`src/rtl/seg_pkg.sv`:
```
// rtl/seg_pkg.sv - shared 7-segment patterns and display constants
package seg_pkg;

  localparam int NUM_DIGITS = 4;
  localparam logic [7:0] ERR_BYTE = 8'hBB;

  // Active-high patterns, bit order gfedcba.
  localparam logic [6:0] SEG_0    = 7'h3F;
  localparam logic [6:0] SEG_1    = 7'h06;
  localparam logic [6:0] SEG_2    = 7'h5B;
  localparam logic [6:0] SEG_3    = 7'h4F;
  localparam logic [6:0] SEG_4    = 7'h66;
  localparam logic [6:0] SEG_5    = 7'h6D;
  localparam logic [6:0] SEG_6    = 7'h7D;
  localparam logic [6:0] SEG_7    = 7'h07;
  localparam logic [6:0] SEG_8    = 7'h7F;
  localparam logic [6:0] SEG_9    = 7'h6F;
  localparam logic [6:0] SEG_DASH = 7'h40;
  localparam logic [6:0] SEG_OFF  = 7'h00;

  function automatic logic pair_invalid(input logic [7:0] pair);
    return (pair[7:4] > 4'd9) || (pair[3:0] > 4'd9);
  endfunction

endpackage

```
`src/rtl/bcd_to_seg7.sv`:
```
// rtl/bcd_to_seg7.sv - BCD nibble (or dash) to active-high gfedcba pattern
module bcd_to_seg7
  import seg_pkg::*;
(
  input  logic [3:0] i_nibble,
  input  logic       i_dash,
  output logic [6:0] o_seg
);

  always_comb begin
    o_seg = SEG_OFF;
    if (i_dash) begin
      o_seg = SEG_DASH;
    end else begin
      case (i_nibble)
        4'd0:    o_seg = SEG_0;
        4'd1:    o_seg = SEG_1;
        4'd2:    o_seg = SEG_2;
        4'd3:    o_seg = SEG_3;
        4'd4:    o_seg = SEG_4;
        4'd5:    o_seg = SEG_5;
        4'd6:    o_seg = SEG_6;
        4'd7:    o_seg = SEG_7;
        4'd8:    o_seg = SEG_8;
        4'd9:    o_seg = SEG_9;
        default: o_seg = SEG_OFF;
      endcase
    end
  end

endmodule

```
`src/rtl/bcd_seg_scan.sv`:
```
// rtl/bcd_seg_scan.sv - tear-free multiplexed 4-digit 7-segment scanner
module bcd_seg_scan
  import seg_pkg::*;
#(
  parameter int CLK_DIV        = 50000,
  parameter int BLINK_DIV      = 250,
  parameter int SEG_ACTIVE_LOW = 1,
  parameter int AN_ACTIVE_LOW  = 1
) (
  input  logic       clk,
  input  logic       rst_n,
  input  logic [7:0] bcd_a,
  input  logic [7:0] bcd_b,
  input  logic       load,
  input  logic       lz_blank,
  input  logic [3:0] blink_en,
  output logic [3:0] an,
  output logic [7:0] seg,
  output logic       frame_done
);

  localparam int PW = $clog2(CLK_DIV);
  localparam int BW = $clog2(BLINK_DIV + 1);
  localparam logic [PW-1:0] PRE_MAX = PW'(CLK_DIV - 1);
  localparam logic [BW-1:0] BLK_MAX = BW'(BLINK_DIV - 1);
  localparam logic [3:0] AN_OFF  = (AN_ACTIVE_LOW != 0) ? 4'hF : 4'h0;
  localparam logic [7:0] SEG_PIN_OFF = (SEG_ACTIVE_LOW != 0) ? 8'hFF : 8'h00;

  logic [PW-1:0] r_pre;
  logic [1:0]    r_idx;
  logic [BW-1:0] r_blk_cnt;
  logic          r_phase;
  logic [15:0]   r_shadow;
  logic [15:0]   r_active;
  logic          r_pending;
  logic          r_frame_done;
  logic [3:0]    r_an;
  logic [7:0]    r_seg;

  logic          w_tick;
  logic          w_boundary;
  logic [1:0]    w_idx_n;
  logic [BW-1:0] w_blk_cnt_n;
  logic          w_phase_n;
  logic [15:0]   w_active_n;
  logic          w_pending_n;
  logic [7:0]    w_pair;
  logic [3:0]    w_nibble;
  logic          w_invalid;
  logic          w_dark;
  logic [6:0]    w_pat;
  logic [3:0]    w_an_n;
  logic [7:0]    w_seg_n;

  assign w_tick     = (r_pre == PRE_MAX);
  assign w_boundary = w_tick && (r_idx == 2'd3);

  // The display registers are loaded with next-state values, so a digit,
  // a blink phase or a frame swap all appear together on the cycle after the tick.
  always_comb begin
    w_idx_n     = w_tick ? r_idx + 2'd1 : r_idx;
    w_blk_cnt_n = r_blk_cnt;
    w_phase_n   = r_phase;
    if (w_tick) begin
      if (r_blk_cnt == BLK_MAX) begin
        w_blk_cnt_n = '0;
        w_phase_n   = ~r_phase;
      end else begin
        w_blk_cnt_n = r_blk_cnt + 1'b1;
      end
    end
    w_active_n  = r_active;
    w_pending_n = r_pending;
    if (w_boundary) begin
      w_pending_n = 1'b0;
      if (load) begin
        w_active_n = {bcd_a, bcd_b};
      end else if (r_pending) begin
        w_active_n = r_shadow;
      end
    end else if (load) begin
      w_pending_n = 1'b1;
    end
  end

  always_comb begin
    w_pair    = w_idx_n[1] ? w_active_n[15:8] : w_active_n[7:0];
    w_nibble  = w_idx_n[0] ? w_pair[7:4] : w_pair[3:0];
    w_invalid = pair_invalid(w_pair);
    w_dark    = (!w_invalid && w_idx_n[0] && lz_blank && (w_pair[7:4] == 4'd0))
             || (blink_en[w_idx_n] && w_phase_n);
    w_an_n    = AN_OFF;
    w_seg_n   = SEG_PIN_OFF;
    if (!w_dark) begin
      w_an_n  = (AN_ACTIVE_LOW != 0) ? ~(4'b0001 << w_idx_n) : (4'b0001 << w_idx_n);
      w_seg_n = (SEG_ACTIVE_LOW != 0) ? ~{1'b0, w_pat} : {1'b0, w_pat};
    end
  end

  bcd_to_seg7 u_dec (
    .i_nibble (w_nibble),
    .i_dash   (w_invalid),
    .o_seg    (w_pat)
  );

  always_ff @(posedge clk or negedge rst_n) begin
    if (!rst_n) begin
      r_pre        <= '0;
      r_idx        <= 2'd0;
      r_blk_cnt    <= '0;
      r_phase      <= 1'b0;
      r_shadow     <= 16'h0000;
      r_active     <= 16'h0000;
      r_pending    <= 1'b0;
      r_frame_done <= 1'b0;
      r_an         <= AN_OFF;
      r_seg        <= SEG_PIN_OFF;
    end else begin
      r_pre        <= w_tick ? '0 : r_pre + 1'b1;
      r_idx        <= w_idx_n;
      r_blk_cnt    <= w_blk_cnt_n;
      r_phase      <= w_phase_n;
      r_active     <= w_active_n;
      r_pending    <= w_pending_n;
      r_frame_done <= w_boundary;
      if (load) begin
        r_shadow <= {bcd_a, bcd_b};
      end
      if (w_tick) begin
        r_an  <= w_an_n;
        r_seg <= w_seg_n;
      end
    end
  end

  assign an         = r_an;
  assign seg        = r_seg;
  assign frame_done = r_frame_done;

endmodule

```
`config.mk`:
```
export PLATFORM = sky130hd
export DESIGN_NAME = bcd_seg_scan
export DESIGN_NICKNAME = d
export VERILOG_FILES = /design/src/rtl/seg_pkg.sv /design/src/rtl/bcd_to_seg7.sv /design/src/rtl/bcd_seg_scan.sv
export SDC_FILE = /design/constraint.sdc
export NUM_CORES = 1
export LEC_CHECK = 0
export CORE_MARGIN = 2
export CORE_UTILIZATION = 41
export DETAILED_ROUTE_END_ITERATION = 8
export HOLD_SLACK_MARGIN = 0.02
export PLACE_DENSITY = 0.64
export SYNTH_ARGS = -nofsm -noshare
export SYNTH_HDL_FRONTEND = slang
export SYNTH_HIERARCHICAL = 1
export SYNTH_SLANG_ARGS = --single-unit
```
`constraint.sdc`:
```
create_clock -name clk -period 4.4 [get_ports clk]
set_clock_uncertainty 0.2 [all_clocks]
set_input_delay 0.88 -clock clk [delete_from_list [all_inputs] [get_ports clk]]
set_output_delay 0.88 -clock clk [all_outputs]
set_load 0.03 [all_outputs]
```
# == Word level (Yosys, flattened, before mapping) ==
# Memories as Yosys holds them, arrays and structs flattened.
# Cells that the tools add are included.
# word_totals
output_inout_bits,13
mem_count,1
romBits,112
register_bits,73
# classes
mux,17
reduce_logical,10
order_cmp,3
n_bitwise,3
addsub,3
n_shift,1
eq_ne,3
# memory_table
name,depth,width,read_ports,rd_ports_with_merged_regs,wr,line_no,rtl
(no name shown),16,7,1,0,0,bcd_to_seg7.sv:15,case (i_nibble)
# op_table
cell,n
16-bit 2-to-1 mux,4
8-bit 2-to-1 mux,3
"16-bit by 1-bit adder with 16-bit output, second input constant",1
"16-bit equality test, second input constant",1
"8-bit by 1-bit adder with 8-bit output, second input constant",1
"8-bit equality test, second input constant",1
"4-bit greater-than comparator, second input constant",2
4-bit 2-to-1 mux,2
7-bit NOT with 8-bit output,1
7-bit 2-to-1 mux,1
1-bit logical AND,5
1-bit 2-to-1 mux,5
4-bit logical NOT,1
4-bit NOT,1
"1-bit by 2-bit << shifter with 4-bit output, first input constant",1
"2-bit by 3-bit < comparator with 1-bit output, second input constant",1
"2-bit by 1-bit adder with 2-bit output, second input constant",1
1-bit binary-select mux with 2-bit select,1
"2-bit equality test, second input constant",1
1-bit logical OR,2
2-bit 2-to-1 mux,1
2-bit nonzero test,1
1-bit logical NOT,1
1-bit NOT,1

# == Depth between registers and ports, before layout ==
# Gate-level depths: netlist (run 1).
# depth
ltp_word,12
mapped_depth,17
ltp_nobuf,15

# == Cells and area by module ==
# Netlist (run 1), hierarchy kept.
# modules_own_cells
mod,seq_area_each_um2,cells_each,instances,area_each_um2
bcd_seg_scan,1815.5,351,1,3522.1
bcd_to_seg7,0.0,31,1,224.0

# == Least setup slack after synthesis (run 1) ==
# OpenSTA, ideal clock, no wires.
# synth_path
kind,register -> register
start,reg r_pre[5]
end,reg r_seg[5] (netlist: seg[5])
stages_incl_launch_ff,15
setup_slack_ns,0.710
setup_ns,0.093
arrival_ns,3.397
period_less_slack_ns,3.690
n_path_buf,3
required_ns,4.107
path_cell_list,dfrtp_1 > or4b_1 > buf_2 > or4_1 > buf_2 > mux2i_4 > buf_4 > mux2i_1 > mux2i_1 > nand2_1 > nand2_1 > ha_1 > or3_1 > o31ai_1 > a31oi_2
# synth_via
word_cells_on_any_way,23
# synth_lines
item,line_no,rtl
from (decl),bcd_seg_scan.sv:29,logic [PW-1:0] r_pre;
from (signal assigned),bcd_seg_scan.sv:119,r_pre <= w_tick ? '0 : r_pre + 1'b1;
16-bit equality test *,bcd_seg_scan.sv:55,assign w_tick = (r_pre == PRE_MAX);
1-bit logical AND,bcd_seg_scan.sv:56,assign w_boundary = w_tick && (r_idx == 2'd3);
16-bit 2-to-1 mux,bcd_seg_scan.sv:74,if (w_boundary) begin
8-bit 2-to-1 mux,bcd_seg_scan.sv:87,w_pair = w_idx_n[1] ? w_active_n[15:8] : w_active_n[7:0];
4-bit 2-to-1 mux *,bcd_seg_scan.sv:88,w_nibble = w_idx_n[0] ? w_pair[7:4] : w_pair[3:0];
via w_nibble[1],bcd_seg_scan.sv:48,logic [3:0] w_nibble;
memory read 16 x 7 bit *,n/a,
7-bit 2-to-1 mux *,bcd_to_seg7.sv:12,if (i_dash) begin
via w_pat[5],bcd_seg_scan.sv:51,logic [6:0] w_pat;
7-bit NOT with 8-bit output *,bcd_seg_scan.sv:96,"w_seg_n = (SEG_ACTIVE_LOW != 0) ? ~{1'b0, w_pat} : {1'b0, w_pat};"
8-bit 2-to-1 mux *,bcd_seg_scan.sv:94,if (!w_dark) begin
to (signal assigned),bcd_seg_scan.sv:131,r_seg <= w_seg_n;
to (decl),bcd_seg_scan.sv:38,logic [7:0] r_seg;
# Mark *: on every way through the listed nets, which the timed path passes. The rest lies on a longest branch. The select of a mux whose other input is x is not followed.
# A chain may end at the register's enable or synchronous reset.

# == Worst setup path after layout (run 1) ==
# layout_path
start,reg r_pre[5]
end,reg r_seg[1] (netlist: seg[1])
# Same word-level chain as after synthesis.

==> metrics.md, run 1 <==
| Metric | Value |
|---|---|
| Status | `finished, final reports clean` |
| Main synth FF type | `dfrtp_1` |
| Die Span X | `99.59 um` |
| Yosys top cell by area | `dfrtp_1` |
| Most numerous cell in the Yosys netlist | `nand2_1` |
| Worst skew pair latency | `0.35 ns` |
| Hold Buf Count CTS | `0` |
| Critical path endpoint category | `register` |
| Via count | `2,758` |
| Fin Setup TNS | `0 ns` |
| H-tree depth | `3` |
| Synth-to-layout area growth | `20.14%` |
| Mapped Nets | `415` |
| Minimum clock period | `4.016 ns` |
| Sequential power share | `0.476` |
| Critical-path maximum fanout | `11` |
| Pin count of the biggest net entering global routing | `45` |
| Post-synthesis sequential area ratio | `0.4846` |
| Resize count post-CTS | `0` |
| Endpoints failing setup | `0` |
| Crit path max-delay family | `simple AND/OR/NAND/NOR gates` |
| Syn Area/Cell | `9.807 um2` |
| Crit path buf inv count | `2` |
| Worst slew pin tran | `1.029 ns` |
| Crit-path slowest cell | `or4b_1` |
| Post-Syn Area | `between 0.003 and 0.004 mm2` |
| Vias in the first global route | `2,785` |
| Port Buffer Count | `35` |
| CP startpoint kind | `register` |
| Sw frac | `0.2235` |
| Dpl hpwl | `5601 um` |
| Total GRT Usage | `0.1656` |
| Max-slew headroom | `0.3142` |
| CTS tree | `yes` |
| Critical path cell sequence | `or4b_1 > or4_1 > mux2i_4 > buf_4 > mux2i_1 > mux2i_1 > nand2_1 > nand2_1 > inv_1 > ha_1 > nor2_1 > nor2_1 > nor2_1 > a31oi_2` |
| Starting Density | `0.4254` |
| CTS root buf | `clkbuf_8` |
| Yosys warns | `6` |
| Levels on crit path | `14` |
| Post-synth top area share | `0.4075` |
| Period Utilization, post-route | `0.9128` |
| Routed len/inst | `around 14 um` |
| Mapped Cells | `382` |
| CP arrival | `4.08 ns` |
| Synthesis-stage register bit count | `72` |
| Final WL | `approximately 7700 um` |
| Most frequent cell on the critical path | `nor2_1` |
| Final global-route overflow total | `0` |
| Post-DP Area | `0.004247 mm2` |
| CTS Buf Count | `9` |
| Die height | `approximately 100 um` |
| Synth cell count leaders | `nand2_1 (63), dfrtp_1 (61), o21ai_0 (33), nor2_1 (31), mux2i_1 (30)` |
| Clock Sinks | `72` |
| Fmax | `249.0 MHz` |
| Reg2reg path depth | `14` |
| Diodes inserted | `0` |
| Core box area | `about 0.0088 mm2` |
| Switching power | `0.0003214 W` |
| WHS Path Cells | `1` |
| Num rows | `34` |
| Hold crit path type | `reg2reg` |
| Synth async-reset ratio | `1.000` |
| Post-CTS setup buffer count | `0` |
| Largest cells by area after synthesis | `dfrtp_1 (41%), mux2i_1 (8.0%), dfstp_2 (7.7%)` |
| RSZ-0062 raised after global routing | `no` |
| Layout cell share with drive strength beyond 1 | `0.1515` |
| P_int | `0.001117 W` |
| Post-route DRC violation count | `0` |
| Static Leak | `2.120 nW` |
| Crit Path Class | `reg2reg` |
| Fin. max-slew vios | `0` |
| Clock power frac | `0.459` |
| First DRT Iteration DRCs | `93` |
| Initial antenna violation count | `0` |
| Max VDD drop | `0.1975 mV` |
| DRT Pass-1 Iters | `4` |
| Number of distinct library cells after synthesis | `41` |
| Clock tree buffer depth | `2` |
| Pwr/cell area | `319.6 mW/mm2` |
| Vias per inst | `a little over 5` |
| Ports | `37` |
| Max cap viols | `0` |
| Worst path max stage delay | `0.67 ns` |
| Finished Cell Area | `0.004501 mm2` |
| First-pass GRT wire length | `approximately 13,000 um` |
| Combinational share of power | `0.065` |
| Layout Nets | `457` |
| Clk slew on worst S/H paths | `0.08 ns` |
| Post-route ant nets | `0` |
| Hold Vio Cnt, Final | `0` |
| Die Area | `0.009917 mm2` |
| EDFF count, synth | `0` |
| Crit path required time | `4.47 ns` |
| Final GP Congestion | `between 0.7 and 0.8` |
path summary, 6_finish.rpt:
check | startpoint | to | slack (ns)
max | r_pre[5] | seg[1] | 0.38
min | r_pre[0] | r_pre[0] | 0.27
max reg2reg | r_pre[5] | seg[1] | 0.38
min reg2reg | r_pre[0] | r_pre[0] | 0.27
max in group asynchronous | rst_n | an[2] | 2.65
min in group asynchronous | rst_n | r_pre[13] | 0.51
metrics by stage:
stage	utilization	total power [W]	std cells	hold WS (ns)	setup WS, ns
detailed placement	0.4822	0.0007925	521	0.2663	0.3963
global route	0.5111	0.001491	537	0.2973	0.09976
CTS	0.5111	0.001455	537	0.2799	0.3697
global placement	0.4822	0.0007914	521	0.2458	0.4515
floorplan	-	0.0007446	382	0.2251	0.7096
finish	0.5111	0.001438	537	0.2714	0.3838
per-layer routing:
layer / global-route usage / up-vias / share of wire
met2: 0.2786 / 47 / 0.50
met3: 0.03303 / 6 / 0.027
met4: 0.05163 / 0 / 0.0098
met5: 0 / - / 0
li1: - / 1382 / -
met1: 0.2159 / 1323 / 0.47
area by class of cell:
class	instances	area [um2]
inverters	21	81.33
multi-input cells	271	1764
fillers	803	4305
repair buffers	49	450.4
clock inverters	6	116.4
well taps	108	135.1
flip-flops and latches	72	1815
clock buffers	10	137.6
worst register-to-register path: cells and delay by family, from the launching register on:
| kind | cells | cell delay, ns |
|---|---|---|
| simple gates | 7 | 1.79 |
| mux | 3 | 0.67 |
| flops | 1 | 0.43 |
| buf+inv | 2 | 0.41 |
| fa+ha+maj | 1 | 0.33 |
| compound gates | 1 | 0.10 |
power groups by stage:
stage / clock [W] / combinational [W] / sequential [W]
after floorplan: 0 / 0.0000489 / 0.000696
final: 0.000660 / 0.0000935 / 0.000684
after CTS: 0.000675 / 0.0000957 / 0.000685
after global routing: 0.000699 / 0.000106 / 0.000686
after global placement: 0 / 0.0000946 / 0.000697
after detailed placement: 0 / 0.0000952 / 0.000697
cells in the final DEF, fill, tap and decap left out, types with 11 or more instances in the layout:
cell              n
nand2_1          63
dfrtp_1          61
clkdlybuf4s50_1  34
o21ai_0          33
nor2_1           31
mux2i_1          30
inv_1            20
buf_4            14
nand3_1          13
mux2_2           12
dfstp_2          11
registers in the layout (all words and copies together) (netlist names):
name / cells
an: 4
frame_done: 1
r_active: 16
r_blk_cnt: 8
r_idx: 2
r_pending: 1
r_phase: 1
r_pre: 16
r_shadow: 16
seg: 7
logic make-up (layout without fill, tap and decap cells):
family / after synthesis / in the layout / share of synthesized area
simple gates: 140 / 140 / 0.1723
flops: 72 / 72 / 0.4846
compound gates: 61 / 61 / 0.1032
mux: 43 / 43 / 0.1222
buf+inv: 39 / 86 / 0.04676
xor+xnor: 17 / 17 / 0.03975
fa+ha+maj: 9 / 9 / 0.03006
other cells: 1 / 1 / 0.001001
(Power assumes the default switching activity.)
==> run 2: changes to the inputs <==
==> constraint.sdc (replaced) <==
create_clock -name clk -period 4.73 [get_ports clk]
set_clock_uncertainty 0.2 [all_clocks]
set_input_delay 0.946 -clock clk [delete_from_list [all_inputs] [get_ports clk]]
set_output_delay 0.946 -clock clk [all_outputs]
set_load 0.03 [all_outputs]
==> metrics.md, run 2 (same netlist as run 1, synthesis figures left out) <==
| Metric | Value |
|---|---|
| CTS tree | `yes` |
| Die height | `99.59 um (unchanged)` |
| Crit path required time | `4.79 ns (+0.32 ns)` |
| Clk slew on worst S/H paths | `0.07 ns (about the same)` |
| Dpl hpwl | `5439 um (-2.9%)` |
| Crit Path Class | `reg2reg` |
| First DRT Iteration DRCs | `110 (+18%)` |
| Post-route ant nets | `0 (unchanged)` |
| Pin count of the biggest net entering global routing | `39 (-13%)` |
| Critical path endpoint category | `register` |
| Starting Density | `0.4254 (unchanged)` |
| Port Buffer Count | `35 (unchanged)` |
| CP startpoint kind | `register` |
| Clock Sinks | `72 (unchanged)` |
| RSZ-0062 raised after global routing | `no` |
| Worst hold slack | `0.2827 ns (+0.01126 ns)` |
| Layer with the highest usage | `met2` |
| CTS root buf | `clkbuf_8` |
| Cells after DPL | `516 (-0.96%)` |
| Filler cell count | `837 (+4.2%)` |
| CP arrival | `4.23 ns (+0.15 ns)` |
| P_int | `0.0009306 W (-17%)` |
| Fmax | `239.6 MHz (-3.8%)` |
| Combinational share of power | `0.071 (+0.006)` |
| Max-slew headroom | `0.4322 (+0.1180)` |
| Crit-path slowest cell | `or4_1` |
| Resize count post-CTS | `0 (unchanged)` |
| Most common cell after layout, fill and taps aside | `nand2_1` |
| Clock power frac | `0.398 (-0.061)` |
| Via count | `2,706 (-1.9%)` |
| Critical-path maximum fanout | `9 (-2)` |
| Num rows | `34 (unchanged)` |
| Post-CTS setup buffer count | `0 (unchanged)` |
| Sequential power share | `0.531 (+0.055)` |
| Status | `finished, final reports clean` |
| Non-Filler Instances | `532 (-0.93%)` |
| Period Utilization, post-route | `0.8825 (-0.03030)` |
| Met3 usage | `0.06465 (+0.03162)` |
| Layout Nets | `452 (-1.1%)` |
| Final global-route overflow total | `0 (unchanged)` |
| Minimum clock period | `4.174 ns (+0.1579 ns)` |
| Core box area | `0.008806 mm2 (unchanged)` |
| Levels on crit path | `11 (-3)` |
| Vias in the first global route | `2,688 (-3.5%)` |
| Synth-to-layout area growth | `17.33%` |
| Max cap viols | `0 (unchanged)` |
| Post-route DRC violation count | `0 (unchanged)` |
| Sw frac | `0.2246 (+0.001181)` |
| Diodes inserted | `0 (unchanged)` |
| Clock tree buffer depth | `2 (unchanged)` |
| WHS Path Cells | `1 (unchanged)` |
| Initial antenna violation count | `0 (unchanged)` |
| Layout cell share with drive strength beyond 1 | `0.1297 (-0.02180)` |
| Worst slack, placed | `0.5876 ns (+0.1914 ns)` |
| Fin Setup TNS | `0 ns (unchanged)` |
| Crit path buf inv count | `2 (unchanged)` |
| Endpoints failing setup | `0 (unchanged)` |
| Die Span X | `99.59 um (unchanged)` |
| Ports | `37 (unchanged)` |
| Worst skew pair latency | `0.36 ns (about the same)` |
| Vias per inst | `5.086 (-0.96%)` |
| Die Area | `0.009917 mm2 (unchanged)` |
| Worst slew pin tran | `0.8427 ns (-0.1860 ns)` |
| Critical path cell sequence | `or4_1 > or4_1 > mux2i_4 > inv_4 > mux2i_1 > mux2_2 > o21ai_0 > inv_1 > mux2i_1 > o31ai_1 > a31oi_2` |
| Fin. max-slew vios | `0 (unchanged)` |
| Commonest non-fill, non-tap cells in the layout | `nand2_1 (63), dfrtp_1 (61), clkdlybuf4s50_1 (34)` |
| Hold Vio Cnt, Final | `0 (unchanged)` |
| H-tree depth | `3 (unchanged)` |
| Static Leak | `2.063 nW (-2.7%)` |
| Final WL | `7526 um (-1.8%)` |
| Total GRT Usage | `0.1654 (-0.0002486)` |
| First-pass GRT wire length | `12,800 um (-3.2%)` |
| Hold Buf Count CTS | `0 (unchanged)` |
| DRT Pass-1 Iters | `5 (+1)` |
| Pwr/cell area | `273.1 mW/mm2 (-15%)` |
| Final GP Congestion | `0.7979 (+0.21%)` |
| Reg2reg path depth | `11 (-3)` |
| Routed len/inst | `14.15 um (-0.90%)` |
| CTS Buf Count | `9 (unchanged)` |
| Top Registers | `r_active x16, r_pre x16, r_shadow x16` |
| Switching power | `0.0002696 W (-16%)` |
| Grt met2 use | `0.2620 (-0.01663)` |
| Hold crit path type | `reg2reg` |
| Worst path max stage delay | `0.69 ns (+0.02 ns)` |
| Final WS setup | `0.5559 ns (+0.1721 ns)` |
| Max VDD drop | `0.2387 mV (+21%)` |
| M1 GR Usage | `0.2121 (-0.003858)` |
| Crit path max-delay family | `simple AND/OR/NAND/NOR gates` |
[run 2: cell types whose count changed in the layout (fill, tap and decap cells not counted)]
cell / change
clkinv_4: -3
buf_4: -5
clkbuf_1: +5
bufinv_16: -2
[run 2: area by class of cell]
| class | count | area [um2] | area share |
|---|---|---|---|
| sequential | 72 | 1815 | 0.4130 |
| multi-input combinational | 271 | 1764 | 0.4014 |
| timing repair buffer | 44 | 412.9 | 0.09394 |
| clock buffer | 15 | 156.4 | 0.03558 |
| tap | 108 | 135.1 | 0.03074 |
| inverter | 21 | 81.33 | 0.01850 |
| clock inverter | 1 | 30.03 | 0.006832 |
[run 2: metrics by stage]
step / power (W) / cell area, um2 / util
global placement: 0.0007345 / 4209 / 0.4780
detailed placement: 0.0007360 / 4209 / 0.4780
global route: 0.001257 / 4395 / 0.4991
floorplan: 0.0006926 / 3746 / -
finish: 0.001200 / 4395 / 0.4991
CTS: 0.001219 / 4395 / 0.4991
[run 2: layer usage]
metal	part of all wire	vias up
li1	-	1374
met2	0.48	44
met5	0	-
met4	0.0078	0
met1	0.47	1282
met3	0.043	6
[run 2: power by group through the flow]
stage                     registers, W  clock network [W]  logic (W)
after detailed placement      0.000649                  0  0.0000872
after floorplan               0.000647                  0  0.0000455
after global placement        0.000648                  0  0.0000862
after CTS                     0.000637           0.000494  0.0000875
final                         0.000637           0.000477  0.0000858
after global routing          0.000638           0.000521  0.0000983
[run 2: path summary, 6_finish.rpt]
kind / endpoint / slack [ns] / from
worst max-delay path: seg[5] / 0.56 / r_pre[11]
worst min-delay path: r_phase / 0.28 / r_phase
worst max register to register: seg[5] / 0.56 / r_pre[11]
worst min register to register: r_phase / 0.28 / r_phase
max in group asynchronous: seg[6] / 2.83 / rst_n
min in group asynchronous: r_pre[2] / 0.50 / rst_n
==> run 3: changes to the inputs <==
--- a/config.mk
+++ b/config.mk
@@ -10,6 +10,7 @@
 export DETAILED_ROUTE_END_ITERATION = 8
 export HOLD_SLACK_MARGIN = 0.02
 export PLACE_DENSITY = 0.64
+export RECOVER_POWER = 100
 export SYNTH_ARGS = -nofsm -noshare
 export SYNTH_HDL_FRONTEND = slang
 export SYNTH_HIERARCHICAL = 1
==> metrics.md, run 3 (same netlist as run 1, synthesis figures left out) <==
| Metric | Value |
|---|---|
| Hold crit path type | `reg2reg` |
| Crit path required time | `4.79 ns (about the same)` |
| First-pass GRT wire length | `12,800 um (unchanged)` |
| Via count | `2,717 (+0.41%)` |
| Ports | `37 (unchanged)` |
| Die height | `99.59 um (unchanged)` |
| Levels on crit path | `11 (unchanged)` |
| Crit Path Class | `reg2reg` |
| Max-slew headroom | `-0.3442 (-0.7764)` |
| Die Area | `0.009917 mm2 (unchanged)` |
| Filler cell count | `847 (+1.2%)` |
| Total GRT Usage | `0.1654 (unchanged)` |
| CTS root buf | `clkbuf_8` |
| Synth-to-layout area growth | `15.86%` |
| Worst slack, placed | `0.5876 ns (unchanged)` |
| Pwr/cell area | `275.8 mW/mm2 (+1.0%)` |
| CP startpoint kind | `register` |
| Crit path buf inv count | `2 (unchanged)` |
| Most common cell after layout, fill and taps aside | `nand2_1` |
| Period Utilization, post-route | `0.8954 (+0.01292)` |
| Fin. max-slew vios | `39 (+39)` |
| Final WL | `7475 um (-0.68%)` |
| Final WS setup | `0.4948 ns (-0.06112 ns)` |
| Worst path max stage delay | `0.67 ns (-0.02 ns)` |
| Endpoints failing setup | `0 (unchanged)` |
| Hold Vio Cnt, Final | `0 (unchanged)` |
| Crit path max-delay family | `simple AND/OR/NAND/NOR gates` |
| Pin count of the biggest net entering global routing | `39 (unchanged)` |
| H-tree depth | `3 (unchanged)` |
| Fmax | `236.1 MHz (-1.4%)` |
| Dpl hpwl | `5439 um (unchanged)` |
| Routed len/inst | `14.05 um (-0.68%)` |
| Vias in the first global route | `2,688 (unchanged)` |
| Most frequent cell on the critical path | `mux2i_1` |
| DRT Pass-1 Iters | `4 (-1)` |
| RSZ-0062 raised after global routing | `no` |
| Critical path endpoint category | `register` |
| CTS tree | `yes` |
| Fin Setup TNS | `0 ns (unchanged)` |
| Worst slew pin tran | `2.016 ns (+1.174 ns)` |
| Starting Density | `0.4254 (unchanged)` |
| Failing checks | `capacitance limit, slew limit` |
| Max VDD drop | `0.2388 mV (about the same)` |
| Port Buffer Count | `35 (unchanged)` |
| CTS Buf Count | `9 (unchanged)` |
| Final GP Congestion | `0.7979 (unchanged)` |
| Status | `complete, but fails checks` |
| Commonest non-fill, non-tap cells in the layout | `nand2_1 (63), dfrtp_1 (61), o21ai_0 (33)` |
| Hold Buf Count CTS | `0 (unchanged)` |
| Layout cell share with drive strength beyond 1 | `0.09434 (-0.03538)` |
| Final global-route overflow total | `0 (unchanged)` |
| Reg2reg path depth | `11 (unchanged)` |
| Top Registers | `r_active x16, r_pre x16, r_shadow x16` |
| Initial antenna violation count | `0 (unchanged)` |
| Max cap viols | `1 (+1)` |
| Num rows | `34 (unchanged)` |
| Critical path cell sequence | `or4_1 > or4_1 > mux2i_1 > inv_4 > mux2i_1 > mux2_2 > o21ai_0 > inv_1 > mux2i_1 > o31ai_1 > a31oi_2` |
| Vias per inst | `5.107 (+0.41%)` |
| First DRT Iteration DRCs | `100 (-9.1%)` |
| Diodes inserted | `0 (unchanged)` |
| Resize count post-CTS | `0 (unchanged)` |
| CP arrival | `4.29 ns (+0.06 ns)` |
| Post-route ant nets | `0 (unchanged)` |
| Die Span X | `99.59 um (unchanged)` |
| WHS Path Cells | `1 (unchanged)` |
| Core box area | `0.008806 mm2 (unchanged)` |
| Worst skew pair latency | `0.35 ns (about the same)` |
| Layout Nets | `452 (unchanged)` |
| Clock Sinks | `72 (unchanged)` |
| Clk slew on worst S/H paths | `0.07 ns (about the same)` |
| Clock tree buffer depth | `2 (unchanged)` |
| Critical-path maximum fanout | `9 (unchanged)` |
| Minimum clock period | `4.235 ns (+0.06112 ns)` |
| Crit-path slowest cell | `or4_1` |
| Post-CTS setup buffer count | `0 (unchanged)` |
| Post-route DRC violation count | `0 (unchanged)` |
| Static Leak | `2.023 nW (-1.9%)` |
[run 3: path summary, 6_finish.rpt]
check	end	start	slack [ns]
hold / removal	r_pre[0]	r_pre[0]	0.27
setup reg to reg	seg[5]	r_pre[11]	0.49
min in group asynchronous	r_pre[2]	rst_n	0.96
hold reg to reg	r_pre[0]	r_pre[0]	0.27
setup / recovery	seg[5]	r_pre[11]	0.49
max in group asynchronous	r_shadow[7]	rst_n	1.62
[run 3: worst reg2reg max path, cell delays in order (launching register included)]
cell	delay [ns]
dfrtp_1	0.42
or4_1	0.58
or4_1	0.67
mux2i_1	0.34
inv_4	0.10
mux2i_1	0.13
mux2_2	0.28
o21ai_0	0.67
inv_1	0.21
mux2i_1	0.17
o31ai_1	0.25
a31oi_2	0.12
[run 3: power breakdown]
| group | leakage [nW] | internal, W | switching, W | total (W) |
|---|---|---|---|---|
| Clock | 0.0919 | 0.000260 | 0.000217 | 0.000477 |
| Sequential | 0.869 | 0.000631 | 0.00000588 | 0.000637 |
| Combinational | 1.06 | 0.0000370 | 0.0000461 | 0.0000830 |
[run 3: area by class of cell]
type / instances / area [um2] / area share
Sequential cell: 72 / 1815 / 0.4183
Inverter: 21 / 81.33 / 0.01874
Clock inverter: 1 / 30.03 / 0.006918
Multi-Input combinational cell: 271 / 1732 / 0.3990
Tap cell: 108 / 135.1 / 0.03113
Clock buffer: 15 / 156.4 / 0.03603
Timing Repair Buffer: 44 / 390.4 / 0.08994
[run 3: per-stage QoR]
step                utilization  area (um2)  hold slack [ns]  total power (W)  cells
floorplan                     -        3746           0.2251        0.0006926    382
global placement         0.4780        4209           0.2448        0.0007345    516
detailed placement       0.4780        4209           0.2635        0.0007360    516
CTS                      0.4991        4395           0.2731         0.001219    532
global route             0.4929        4340           0.3058         0.001254    532
finish                   0.4929        4340           0.2652         0.001197    532
[run 3: layer usage]
metal / global-route usage / vias up / share of wire
met1: 0.2121 / 1290 / 0.47
li1: - / 1372 / -
met2: 0.2620 / 47 / 0.48
met3: 0.06465 / 8 / 0.042
met5: 0 / - / 0
met4: 0.04531 / 0 / 0.0078
